File: src/rtl/fusion_mac_ctrl.sv
// Sequencing controller for the 8x8 bit-fusion MAC tile: streams operand beats
// into the fusion unit, drives its shift configuration and accumulates the products.
module fusion_mac_ctrl #(
  parameter int unsigned LEN_W = 8,
  parameter int unsigned ACC_W = 32
) (
  input  logic              clk,
  input  logic              rst_n,
  input  logic              start,
  input  logic [1:0]        mode,
  input  logic [LEN_W-1:0]  len,
  output logic              cfg_err,
  output logic              busy,
  input  logic              op_valid,
  output logic              op_ready,
  input  logic [7:0]        op_a,
  input  logic [7:0]        op_b,
  output logic [7:0]        fu_in1,
  output logic [7:0]        fu_in2,
  output logic [19:0]       fu_sft0,
  output logic [19:0]       fu_sft1,
  input  logic [19:0]       fu_out,
  output logic              res_valid,
  input  logic              res_ready,
  output logic [ACC_W-1:0]  res_data
);

  localparam int unsigned FU_W = 20;
  localparam int unsigned EXT_W = ACC_W - FU_W;

  localparam logic [1:0] MODE_2B  = 2'b00;
  localparam logic [1:0] MODE_4B  = 2'b01;
  localparam logic [1:0] MODE_8B  = 2'b10;
  localparam logic [1:0] MODE_RSV = 2'b11;

  typedef enum logic [1:0] {
    S_IDLE,
    S_RUN,
    S_DRAIN,
    S_DONE
  } state_t;

  state_t            state_q, state_n;
  logic [1:0]        mode_q, mode_n;
  logic [LEN_W-1:0]  len_q, len_n;
  logic [LEN_W-1:0]  cnt_q, cnt_n;
  logic              acc_clr;
  logic              cfg_err_n;
  logic [FU_W-1:0]   sft0_n, sft1_n;
  logic              accept;
  logic              v0_q, v1_q;
  logic [ACC_W-1:0]  acc_q;

  assign accept   = op_ready & op_valid;
  assign res_data = acc_q;

  // Next-state and next-output decode
  always_comb begin
    state_n   = state_q;
    mode_n    = mode_q;
    len_n     = len_q;
    cnt_n     = cnt_q;
    acc_clr   = 1'b0;
    cfg_err_n = 1'b0;
    sft0_n    = '0;
    sft1_n    = '0;
    unique case (state_q)
      S_IDLE: begin
        if (start) begin
          if (mode == MODE_RSV) begin
            cfg_err_n = 1'b1;
          end else begin
            state_n = S_RUN;
            mode_n  = mode;
            len_n   = (len == '0) ? LEN_W'(1) : len;
            cnt_n   = '0;
            acc_clr = 1'b1;
          end
        end
      end
      S_RUN: begin
        if (accept) begin
          cnt_n = cnt_q + LEN_W'(1);
          if (cnt_n == len_q) state_n = S_DRAIN;
        end
      end
      // Once v0 is empty the final product lands in acc on the same edge we leave
      S_DRAIN: begin
        if (!v0_q) state_n = S_DONE;
      end
      S_DONE: begin
        if (res_ready) state_n = S_IDLE;
      end
      default: state_n = S_IDLE;
    endcase

    if (state_n != S_IDLE) begin
      unique case (mode_n)
        MODE_4B: begin
          sft0_n = 20'h06666;
          sft1_n = 20'h08888;
        end
        MODE_8B: begin
          sft0_n = 20'h86666;
          sft1_n = 20'hE8888;
        end
        MODE_2B, MODE_RSV: begin
          sft0_n = '0;
          sft1_n = '0;
        end
        default: begin
          sft0_n = '0;
          sft1_n = '0;
        end
      endcase
    end
  end

  // State and registered control outputs
  always_ff @(posedge clk or negedge rst_n) begin
    if (!rst_n) begin
      state_q   <= S_IDLE;
      mode_q    <= MODE_2B;
      len_q     <= '0;
      cnt_q     <= '0;
      busy      <= 1'b0;
      op_ready  <= 1'b0;
      res_valid <= 1'b0;
      cfg_err   <= 1'b0;
      fu_sft0   <= '0;
      fu_sft1   <= '0;
    end else begin
      state_q   <= state_n;
      mode_q    <= mode_n;
      len_q     <= len_n;
      cnt_q     <= cnt_n;
      busy      <= (state_n != S_IDLE);
      op_ready  <= (state_n == S_RUN);
      res_valid <= (state_n == S_DONE);
      cfg_err   <= cfg_err_n;
      fu_sft0   <= sft0_n;
      fu_sft1   <= sft1_n;
    end
  end

  // Operand launch and valid pipeline tracking the fusion unit latency
  always_ff @(posedge clk or negedge rst_n) begin
    if (!rst_n) begin
      fu_in1 <= '0;
      fu_in2 <= '0;
      v0_q   <= 1'b0;
      v1_q   <= 1'b0;
    end else begin
      fu_in1 <= accept ? op_a : 8'h00;
      fu_in2 <= accept ? op_b : 8'h00;
      v0_q   <= accept;
      v1_q   <= v0_q;
    end
  end

  // Wrapping signed accumulator
  always_ff @(posedge clk or negedge rst_n) begin
    if (!rst_n) begin
      acc_q <= '0;
    end else if (acc_clr) begin
      acc_q <= '0;
    end else if (v1_q) begin
      acc_q <= acc_q + {{EXT_W{fu_out[FU_W-1]}}, fu_out};
    end
  end

endmodule

File: config.mk
export PLATFORM = sky130hd
export DESIGN_NAME = fusion_mac_ctrl
export DESIGN_NICKNAME = d
export VERILOG_FILES = /design/src/rtl/fusion_mac_ctrl.sv
export SDC_FILE = /design/constraint.sdc
export NUM_CORES = 1
export LEC_CHECK = 0
export ABC_AREA = 0
export BUFFER_PORTS_ARGS = -buffer_cell sky130_fd_sc_hd__buf_2
export CAP_MARGIN = 10
export CORE_UTILIZATION = 40
export DETAILED_ROUTE_END_ITERATION = 10
export PLACE_DENSITY = 0.62
export SYNTH_ARGS = -nofsm -noshare
export SYNTH_HDL_FRONTEND = slang
export SYNTH_SLANG_ARGS = --single-unit
File: constraint.sdc
create_clock -name clk -period 5.35 [get_ports clk]
set_input_delay 0.8025 -clock clk [delete_from_list [all_inputs] [get_ports clk]]
set_output_delay 0.8025 -clock clk [all_outputs]
set_load 0.02 [all_outputs]
==> results of run 1 <==
==> worst max-delay path by stage <==
stage / cells after the start / to / slack, ns / from
after floorplan: 11 / res_data[30] / 2.56 / fu_out[0]
after global placement: 12 / res_data[30] / 2.29 / fu_out[0]
after detailed placement: 12 / res_data[30] / 2.24 / fu_out[0]
after CTS: 12 / res_data[30] / 2.57 / fu_out[0]
after global routing: 12 / res_data[30] / 2.39 / fu_out[0]
final: 12 / res_data[30] / 2.56 / fu_out[0]
==> sequential cells by signal (all words and copies together) (netlist names), 2 cells and up <==
signal / cells
res_data: 32
cnt_q: 8
fu_in1: 8
fu_in2: 8
len_q: 8
mode_q: 2
state_q: 2
==> final cells by class <==
class,instances,area share [%]
Tap cell,172,3.55
Multi-Input combinational cell,443,49.2
Timing Repair Buffer,121,10.2
Inverter,12,0.744
Clock buffer,9,3.72
Clock inverter,7,1.24
Sequential cell,76,31.4
==> Yosys cell counts, types with 4 or more instances <==
| cell | n | area share (%) |
|---|---|---|
| ha_1 | 33 | 7.9 |
| o211ai_1 | 5 | 0.72 |
| nor3_1 | 9 | 0.87 |
| xor2_1 | 13 | 2.2 |
| nor4_1 | 4 | 0.48 |
| o21ai_1 | 4 | 0.38 |
| inv_1 | 12 | 0.87 |
| and3_1 | 24 | 2.9 |
| buf_4 | 41 | 5.9 |
| clkbuf_1 | 12 | 0.87 |
| o21bai_1 | 4 | 0.58 |
| nand3b_1 | 6 | 0.87 |
| nand3_1 | 19 | 1.8 |
| xnor2_1 | 20 | 3.4 |
| nand2_1 | 57 | 4.1 |
| a21oi_1 | 39 | 3.8 |
| o21ai_0 | 22 | 2.1 |
| a21o_1 | 19 | 2.7 |
| mux2i_1 | 19 | 3.7 |
| nor2_1 | 48 | 3.5 |
| dfrtp_1 | 76 | 37 |
| nand2b_1 | 5 | 0.60 |
| o21a_1 | 8 | 1.2 |
==> cell families (layout without fill, tap and decap cells) <==
family,after synthesis,in the layout,share of synthesized area [%]
and+or+nand+nor,195,195,18.9
AOI/OAI and AO/OA,137,137,18.7
DFF,76,76,36.5
buffers and inverters,69,149,8.00
adders and majority gates,34,34,8.32
xor gates and xnor gates,33,33,5.55
muxes,20,20,3.87
other,1,24,0.0720
==> layer usage <==
metal / wire length [um] / global-route usage, % / vias to the layer above
li1: - / - / 2150
met1: 5270 / 23.2 / 1997
met2: 5490 / 30.3 / 125
met3: 587 / 4.08 / 15
met4: 225 / 8.89 / 0
met5: 0 / 0 / -
==> worst max-delay path, delay by kind of cell <==
kind / cells / cell delay [ns]
buf+inv: 2 / 0.14
compound gates: 6 / 1.21
simple gates: 2 / 0.34
fa+ha+maj: 2 / 0.58
==> metrics by stage <==
stage / setup slack (ns) / util [%] / cells / hold WS (ns) / cell area (um2)
2_1_floorplan: 2.56 / - / 588 / 0.354 / 5290
3_3_place_gp: 2.29 / 45.4 / 824 / 0.363 / 5760
6_report: 2.56 / 47.8 / 840 / 0.387 / 6060
3_5_place_dp: 2.24 / 45.4 / 824 / 0.375 / 5760
4_1_cts: 2.57 / 47.8 / 840 / 0.389 / 6060
5_1_grt: 2.39 / 47.8 / 840 / 0.400 / 6060
==> where the power goes <==
part           switching [uW]  leakage [uW]  internal, uW
Clock                     262      0.000138           364
Sequential                177      0.000969           784
Combinational            1240       0.00199           830
Total                    1680       0.00310          1980
==> flow_summary.yaml, run 1 <==
pwr:
  powerDensity_nw_per_um2: 604
  peakVddDrop_mv: 0.290
  power_leakage_uw: 0.00310
  p_total_uw: 3660
clocking:
  clock_sinks: 76
  cts_setup_buffers: 0
  cts_buffers: 9
  cts_tree: "yes"
  hold_buffers: 0
  ctsRootBufferMaster: "clkbuf_16"
  clk_pin_slew_ns: 0.06
  clk_latency_ns: 0.35
  h-tree-depth: 3
  cts_buffer_depth: 2
  cts_resized: 0
cells_and_area:
  final_net_count: 748
  multi_input_area_um2: 2980
  mostFrequentLayoutCell: "buf_2"
  seq_area_um2: 1900
  fillerInstances: 1230
  layout_common_cells: "buf_2, dfrtp_1, nand2_1, nor2_1, a21oi_1"
  areaGrowthSynthToFinish_pct: 16.3
  drive_gt1_share_pct: 24.6
  antenna_cells: 0
detailed_routing:
  dr.pass1.iters: 4
  vias: 4287
  drc_errors: 0
  finalWirelength_um: 11600
  wl_per_cell_um: 13.8
  postRouteAntennaNets: 0
  drt_iter0_markers: 183
  avgViaCountPerCell: 5.10
floorplanning:
  dieHeight_um: 116
  start_util_pct: 41.1
  die_area_um2: 13500
  die_w_um: 116
  io_pins: 143
  core_um2: 12700
  rows: 41
grt:
  grt_usage_pct: 18.5
  grt_pass1_wl_um: 19400
  antenna_found_initial: 0
  grt_max_degree: 77
  grt-ovfl-total: 0
  grt_pass1_vias: 4122
critical_path:
  arrival_ns: 3.05
  reg2reg_slack_ns: 2.68
  slowest_delay_ns: 0.40
  crit_fanout: 4
  r2r-end: "res_data[30]"
  cpMaxStageDelayCell: "fa_1"
  cp-start-kind: "input pin"
  critical_path_required_ns: 5.62
  ff2ff_path_depth: 11
  endpoint_kind: "register"
  path_cells: "buf_2 -> ha_1 -> inv_1 -> fa_1 -> nor2b_1 -> o2111ai_1 -> a31oi_2 -> o21bai_1 -> a21oi_2 -> a2111oi_4 -> o211a_1 -> nor3_1"
  reg2reg_from: "res_data[0]"
  critPathKind: "in -> reg"
synth:
  synth_area_um2: 5200
  syn_inst: 565
  ys_async_sr_fraction_pct: 100
  ys_types: 71
  avgSynthCellArea_um2: 9.21
  synth_edf_count: 0
  ys_seq_elements: 76
  synth_top_flop_cell: "dfrtp_1"
  seq_area_frac_synth_pct: 36.5
  ys.warnings.count: 0
worst_hold_path:
  hp-class: "reg -> reg"
  holdCritStartpoint: "v0_q"
  hold_depth: 0
  min_to: "v1_q"
sta:
  finalMaxSlewViolations: 0
  fin_worst_skew_ns: 0.00557
  fin_crit_sh_pct: 52.1
  worst_pin_slew_ns: 0.969
  fmax_ghz: 0.359
  slew_headroom_pct: 35.4
  setup_viol_count_final: 0
  layout_min_cycle_time_ns: 2.79
  tns_ns: 0
  report.final.hold_viol_count: 0
  rsz0062_at_grt: "no"
placement:
  hpwl_um: 8400
  gp_congestion: 0.856
  numPortBuffers: 118
run_status:
  status: "finished clean"
job:
  max_cap_violations: 0
No activity file was read; power rests on OpenSTA's default activity.
==> run 2: changes to the inputs <==
==> constraint.sdc (replaced) <==
create_clock -name clk -period 2.65 [get_ports clk]
set_input_delay 0.3975 -clock clk [delete_from_list [all_inputs] [get_ports clk]]
set_output_delay 0.3975 -clock clk [all_outputs]
set_load 0.02 [all_outputs]
==> run 2 against run 1 <==
Compared with the run above: flip-flop and latch count is the same; sequential share of layout area shrank 0.75 points; utilization grew 1.2 points; critical path depth is the same; worst setup slack lost 2.5 ns; final cell count grew 2.0%; first-iteration DRC count shrank 1.6%; routed wire length grew 1.8%; clock power grew 82%; clock skew grew 0.0050 ns.
==> flow_summary.yaml, run 2 (synthesis results as in run 1) <==
floorplanning:
  die_w_um: 116
  rows: 41
  dieHeight_um: 116
  start_util_pct: 41.1
  io_pins: 143
  core_um2: 12700
  die_area_um2: 13500
sta:
  rsz0062_at_grt: "yes"
  fmax_ghz: 0.391
  layout_min_cycle_time_ns: 2.56
  slew_headroom_pct: 62.0
  setup_viol_count_final: 0
  tns_ns: 0
  fin_worst_skew_ns: 0.0106
  finalMaxSlewViolations: 0
  report.final.hold_viol_count: 0
  fin_crit_sh_pct: 96.6
  worst_pin_slew_ns: 0.569
critical_path:
  reg2reg_from: "res_data[0]"
  r2r-end: "res_data[22]"
  reg2reg_slack_ns: 0.09
  critical_path_required_ns: 2.88
  cp-start-kind: "register"
  endpoint_kind: "register"
  worstSetupStartpoint: "res_data[0]"
  ff2ff_path_depth: 12
  arrival_ns: 2.79
  critPathKind: "reg -> reg"
  crit_fanout: 4
detailed_routing:
  drc_errors: 0
  finalWirelength_um: 11800
  postRouteAntennaNets: 0
  drt_iter0_markers: 180
  avgViaCountPerCell: 5.07
  vias: 4349
  dr.pass1.iters: 4
  wl_per_cell_um: 13.8
clocking:
  clk_latency_ns: 0.35
  cts_buffer_depth: 2
  h-tree-depth: 3
  cts_tree: "yes"
  clk_pin_slew_ns: 0.07
  hold_buffers: 0
  ctsRootBufferMaster: "clkbuf_16"
  cts_buffers: 9
  clock_sinks: 76
cells_and_area:
  drive_gt1_share_pct: 27.2
  largest_reg_flops: 32
  antenna_cells: 0
  areaGrowthSynthToFinish_pct: 19.2
  design_area_um2: 6200
  layout_common_cells: "buf_2, dfrtp_1, nand2_1, nor2_1, a21oi_1"
  mostFrequentLayoutCell: "buf_2"
  final_net_count: 765
pwr:
  intPower_uw: 4040
  switching_share_pct: 45.9
  clkPwrFrac_pct: 15.3
  power_leakage_uw: 0.00319
  peakVddDrop_mv: 0.472
  combPwrFrac_pct: 58.8
  powerDensity_nw_per_um2: 1210
  power.switching_uw: 3430
  p_seq_share_pct: 25.9
grt:
  grt_max_degree: 40
  grt-ovfl-total: 0
  antenna_found_initial: 0
  grt_pass1_vias: 4218
  grt_pass1_wl_um: 19700
  grt_usage_pct: 18.7
run_status:
  status: "finished clean"
placement:
  dpl-instance-area_um2: 5890
  numPortBuffers: 118
  hpwl_um: 8910
  gp_congestion: 0.866
job:
  max_cap_violations: 0
worst_hold_path:
  hp-class: "in -> async"
-- run 2: how the worst max path moves through the flow --
stage | slack [ns] | endpoint | depth (start not counted)
2_1_floorplan | 0.15 | res_data[30] | 11
3_3_place_gp | 0.07 | res_data[28] | 12
3_5_place_dp | 0.0004 | res_data[28] | 12
4_1_cts | 0.05 | res_data[30] | 11
5_1_grt | -0.07 | res_data[22] | 12
6_report | 0.09 | res_data[22] | 12
-- run 2: power groups by stage --
stage / Sequential (uW) / Clock, uW / Combinational [uW]
floorplan: 2250 / 0 / 3020
global route: 1990 / 1230 / 4910
CTS: 1940 / 1180 / 4370
global placement: 1950 / 0 / 4300
detailed placement: 1960 / 0 / 4340
finish: 1930 / 1140 / 4400
-- run 2: what timing repair did --
action,CTS,global route
endpoints found under the hold margin,0,0
setup endpoints to repair,0,9
setup buffers,0,1
resized for setup,0,8
-- run 2: metal layers --
metal | wire length [um] | vias to the layer above | GRT usage [%]
met5 | 0 | - | 0
met4 | 266 | 0 | 7.44
met3 | 480 | 26 | 4.65
met2 | 5500 | 107 | 29.8
met1 | 5550 | 2032 | 24.2
li1 | - | 2184 | -
-- run 2: layout make-up --
type	instances	area, um2
clock buffer	10	229
multi-input combinational	443	3010
clock inverter	6	47.5
sequential	76	1900
fill	1234	6470
inverter	12	45.0
timing repair buffer	138	756
tap	172	215
-- run 2: worst max-delay path, stage by stage (launching register included) --
cell       delay (ns)
dfrtp_1          0.40
ha_2             0.20
inv_1            0.05
fa_2             0.35
nor2b_2          0.17
o2111ai_2        0.20
a31oi_4          0.26
o21bai_1         0.10
a21oi_2          0.24
buf_4            0.16
a21oi_1          0.07
xnor2_1          0.17
o21ai_1          0.07
-- run 2: stage by stage --
stage	setup slack [ns]	power, uW	cells	hold WS [ns]	utilization (%)
finish	0.0900	7480	857	0.0530	49.0
global placement	0.0734	6240	840	0.366	46.5
detailed placement	0.000441	6300	840	0.367	46.5
global route	-0.0735	8130	857	0.0873	49.0
floorplan	0.154	5270	588	0.102	-
CTS	0.0513	7490	856	0.0652	48.7
==> run 3: changes to the inputs <==
--- a/config.mk
+++ b/config.mk
@@ -11,6 +11,8 @@
 export CORE_UTILIZATION = 40
 export DETAILED_ROUTE_END_ITERATION = 10
 export PLACE_DENSITY = 0.62
+export REMOVE_ABC_BUFFERS = 1
+export SKIP_LAST_GASP = 1
 export SYNTH_ARGS = -nofsm -noshare
 export SYNTH_HDL_FRONTEND = slang
 export SYNTH_SLANG_ARGS = --single-unit
==> run 3 against run 2 <==
Compared with the run above: final cell count down 0.23%; via count decreased by 1.1%; sequential power about the same; non-clock buffer count is 2 lower; utilization is 0.069 points higher; routed wire length fell by 2.8%; count of clock-buffer cells in the layout fell by 1; combinational power fell by 2%; worst hold slack worse by 0.042 ns; clock power rose by 18%; global-route usage shrank 0.54 points; largest cell class unchanged.
==> flow_summary.yaml, run 3 (synthesis results as in run 1) <==
detailed_routing:
  avgViaCountPerCell: 5.03
  drc_errors: 0
  wl_per_cell_um: 13.4
  postRouteAntennaNets: 0
  vias: 4300
  finalWirelength_um: 11500
  drt_iter0_markers: 130
  dr.pass1.iters: 4
clocking:
  cts_buffers: 9
  ctsRootBufferMaster: "clkbuf_16"
  hold_buffers: 0
  h-tree-depth: 3
  cts_setup_buffers: 0
  clock_sinks: 76
  cts_buffer_depth: 2
  cts_tree: "yes"
  clk_pin_slew_ns: 0.06
  cts_resized: 0
  clk_latency_ns: 0.34
grt:
  use_met2_pct: 31.0
  top_usage_layer: "met2"
  grt_usage_pct: 18.1
  grt_max_degree: 39
  grt_pass1_wl_um: 19100
  grt_pass1_vias: 4146
  antenna_found_initial: 0
  grt_util_met3_pct: 5.13
  grt-ovfl-total: 0
  use_met1_pct: 21.4
floorplanning:
  core_um2: 12700
  die_w_um: 116
  io_pins: 143
  rows: 41
  die_area_um2: 13500
  dieHeight_um: 116
  start_util_pct: 41.1
placement:
  hpwl_um: 8730
  numPortBuffers: 118
  gp_congestion: 0.848
  dp.cells: 839
  dpl-instance-area_um2: 5870
sta:
  fin_crit_sh_pct: 94.4
  fin_worst_skew_ns: 0.00510
  report.final.hold_viol_count: 0
  layout_min_cycle_time_ns: 2.50
  fmax_ghz: 0.400
  rsz0062_at_grt: "no"
  setup_viol_count_final: 0
  finalMaxSlewViolations: 0
critical_path:
  critical_path_required_ns: 2.88
  cp_top_family: "compound AO/OA/AOI/OAI gates"
  crit_fanout: 4
  endpoint_kind: "register"
  cp-start-kind: "register"
  path_cells: "ha_1 -> inv_1 -> fa_2 -> nor2b_4 -> o2111ai_2 -> a31oi_2 -> o21ba_2 -> a31oi_4 -> o211ai_2 -> a211o_1 -> o2111a_1"
  slowest_delay_ns: 0.39
  path_buf_inv: 1
  arrival_ns: 2.73
  critPathKind: "reg -> reg"
  cpMaxStageDelayCell: "dfrtp_1"
cells_and_area:
  antenna_cells: 0
  design_area_um2: 6210
  mostFrequentLayoutCell: "buf_2"
  largest_reg_flops: 32
  drive_gt1_share_pct: 26.8
  layout_common_cells: "buf_2, dfrtp_1, nand2_1, nor2_1, a21oi_1"
  stdcell_count: 855
  areaGrowthSynthToFinish_pct: 19.4
  final_net_count: 763
worst_hold_path:
  hp-class: "in -> async"
pwr:
  switching_share_pct: 44.6
  peakVddDrop_mv: 0.846
  intPower_uw: 4200
  power.switching_uw: 3390
  combPwrFrac_pct: 56.5
  powerDensity_nw_per_um2: 1220
  p_total_uw: 7590
  power_leakage_uw: 0.00319
  p_seq_share_pct: 25.8
  clkPwrFrac_pct: 17.7
run_status:
  status: "finished clean"
job:
  max_cap_violations: 0
==> run 3: cell types whose count changed in the layout (fill, tap and decap cells not counted), sizes merged <==
cell | before | now
clkinv | 3 | 1
clkbuf | 10 | 9
bufinv | 0 | 2
clkinvlp | 1 | 2
buf | 138 | 136
==> run 3: path summary, 6_finish.rpt <==
kind	end	cells after the start	slack (ns)	startpoint
setup / recovery	res_data[28]	11	0.15	res_data[0]
hold / removal	mode_q[1]	1	0.01	rst_n
setup reg to reg	res_data[28]	11	0.15	res_data[0]
hold reg to reg	v1_q	0	0.40	v0_q
max in group asynchronous	res_data[17]	2	1.97	rst_n
min in group clk	res_valid	2	0.26	res_ready
==> run 3: per-stage QoR <==
step | hold slack [ns] | setup TNS (ns) | setup slack [ns] | util (%)
after floorplan | 0.102 | 0 | 0.143 | -
after global placement | 0.376 | 0 | 0.0417 | 46.3
after detailed placement | 0.373 | -0.0953 | -0.0406 | 46.3
after CTS | 0.0308 | 0 | 0.0543 | 48.9
after global routing | 0.0429 | 0 | 0.00271 | 49.0
final | 0.0108 | 0 | 0.148 | 49.0
==> run 3: per-layer routing <==
layer  share of wire (%)  routed length, um
met3                 5.7                649
met2                  48               5460
met5                   0                  0
met4                 2.1                244
met1                  45               5100
==> run 3: power groups by stage <==
stage,registers [uW],clock network [uW],logic [uW]
2_1_floorplan,2420,0,2630
3_3_place_gp,1970,0,4230
3_5_place_dp,1980,0,4270
4_1_cts,1970,1390,4290
5_1_grt,2030,1430,4790
6_report,1960,1350,4290
==> run 3: area by class of cell <==
type                    count  area (um2)
repair buffers            136         728
fillers                  1234        6460
flip-flops and latches     76        1900
inverters                  12        45.0
well taps                 172         215
clock buffers               9         225
multi-input cells         443        3000
clock inverters             7        97.6
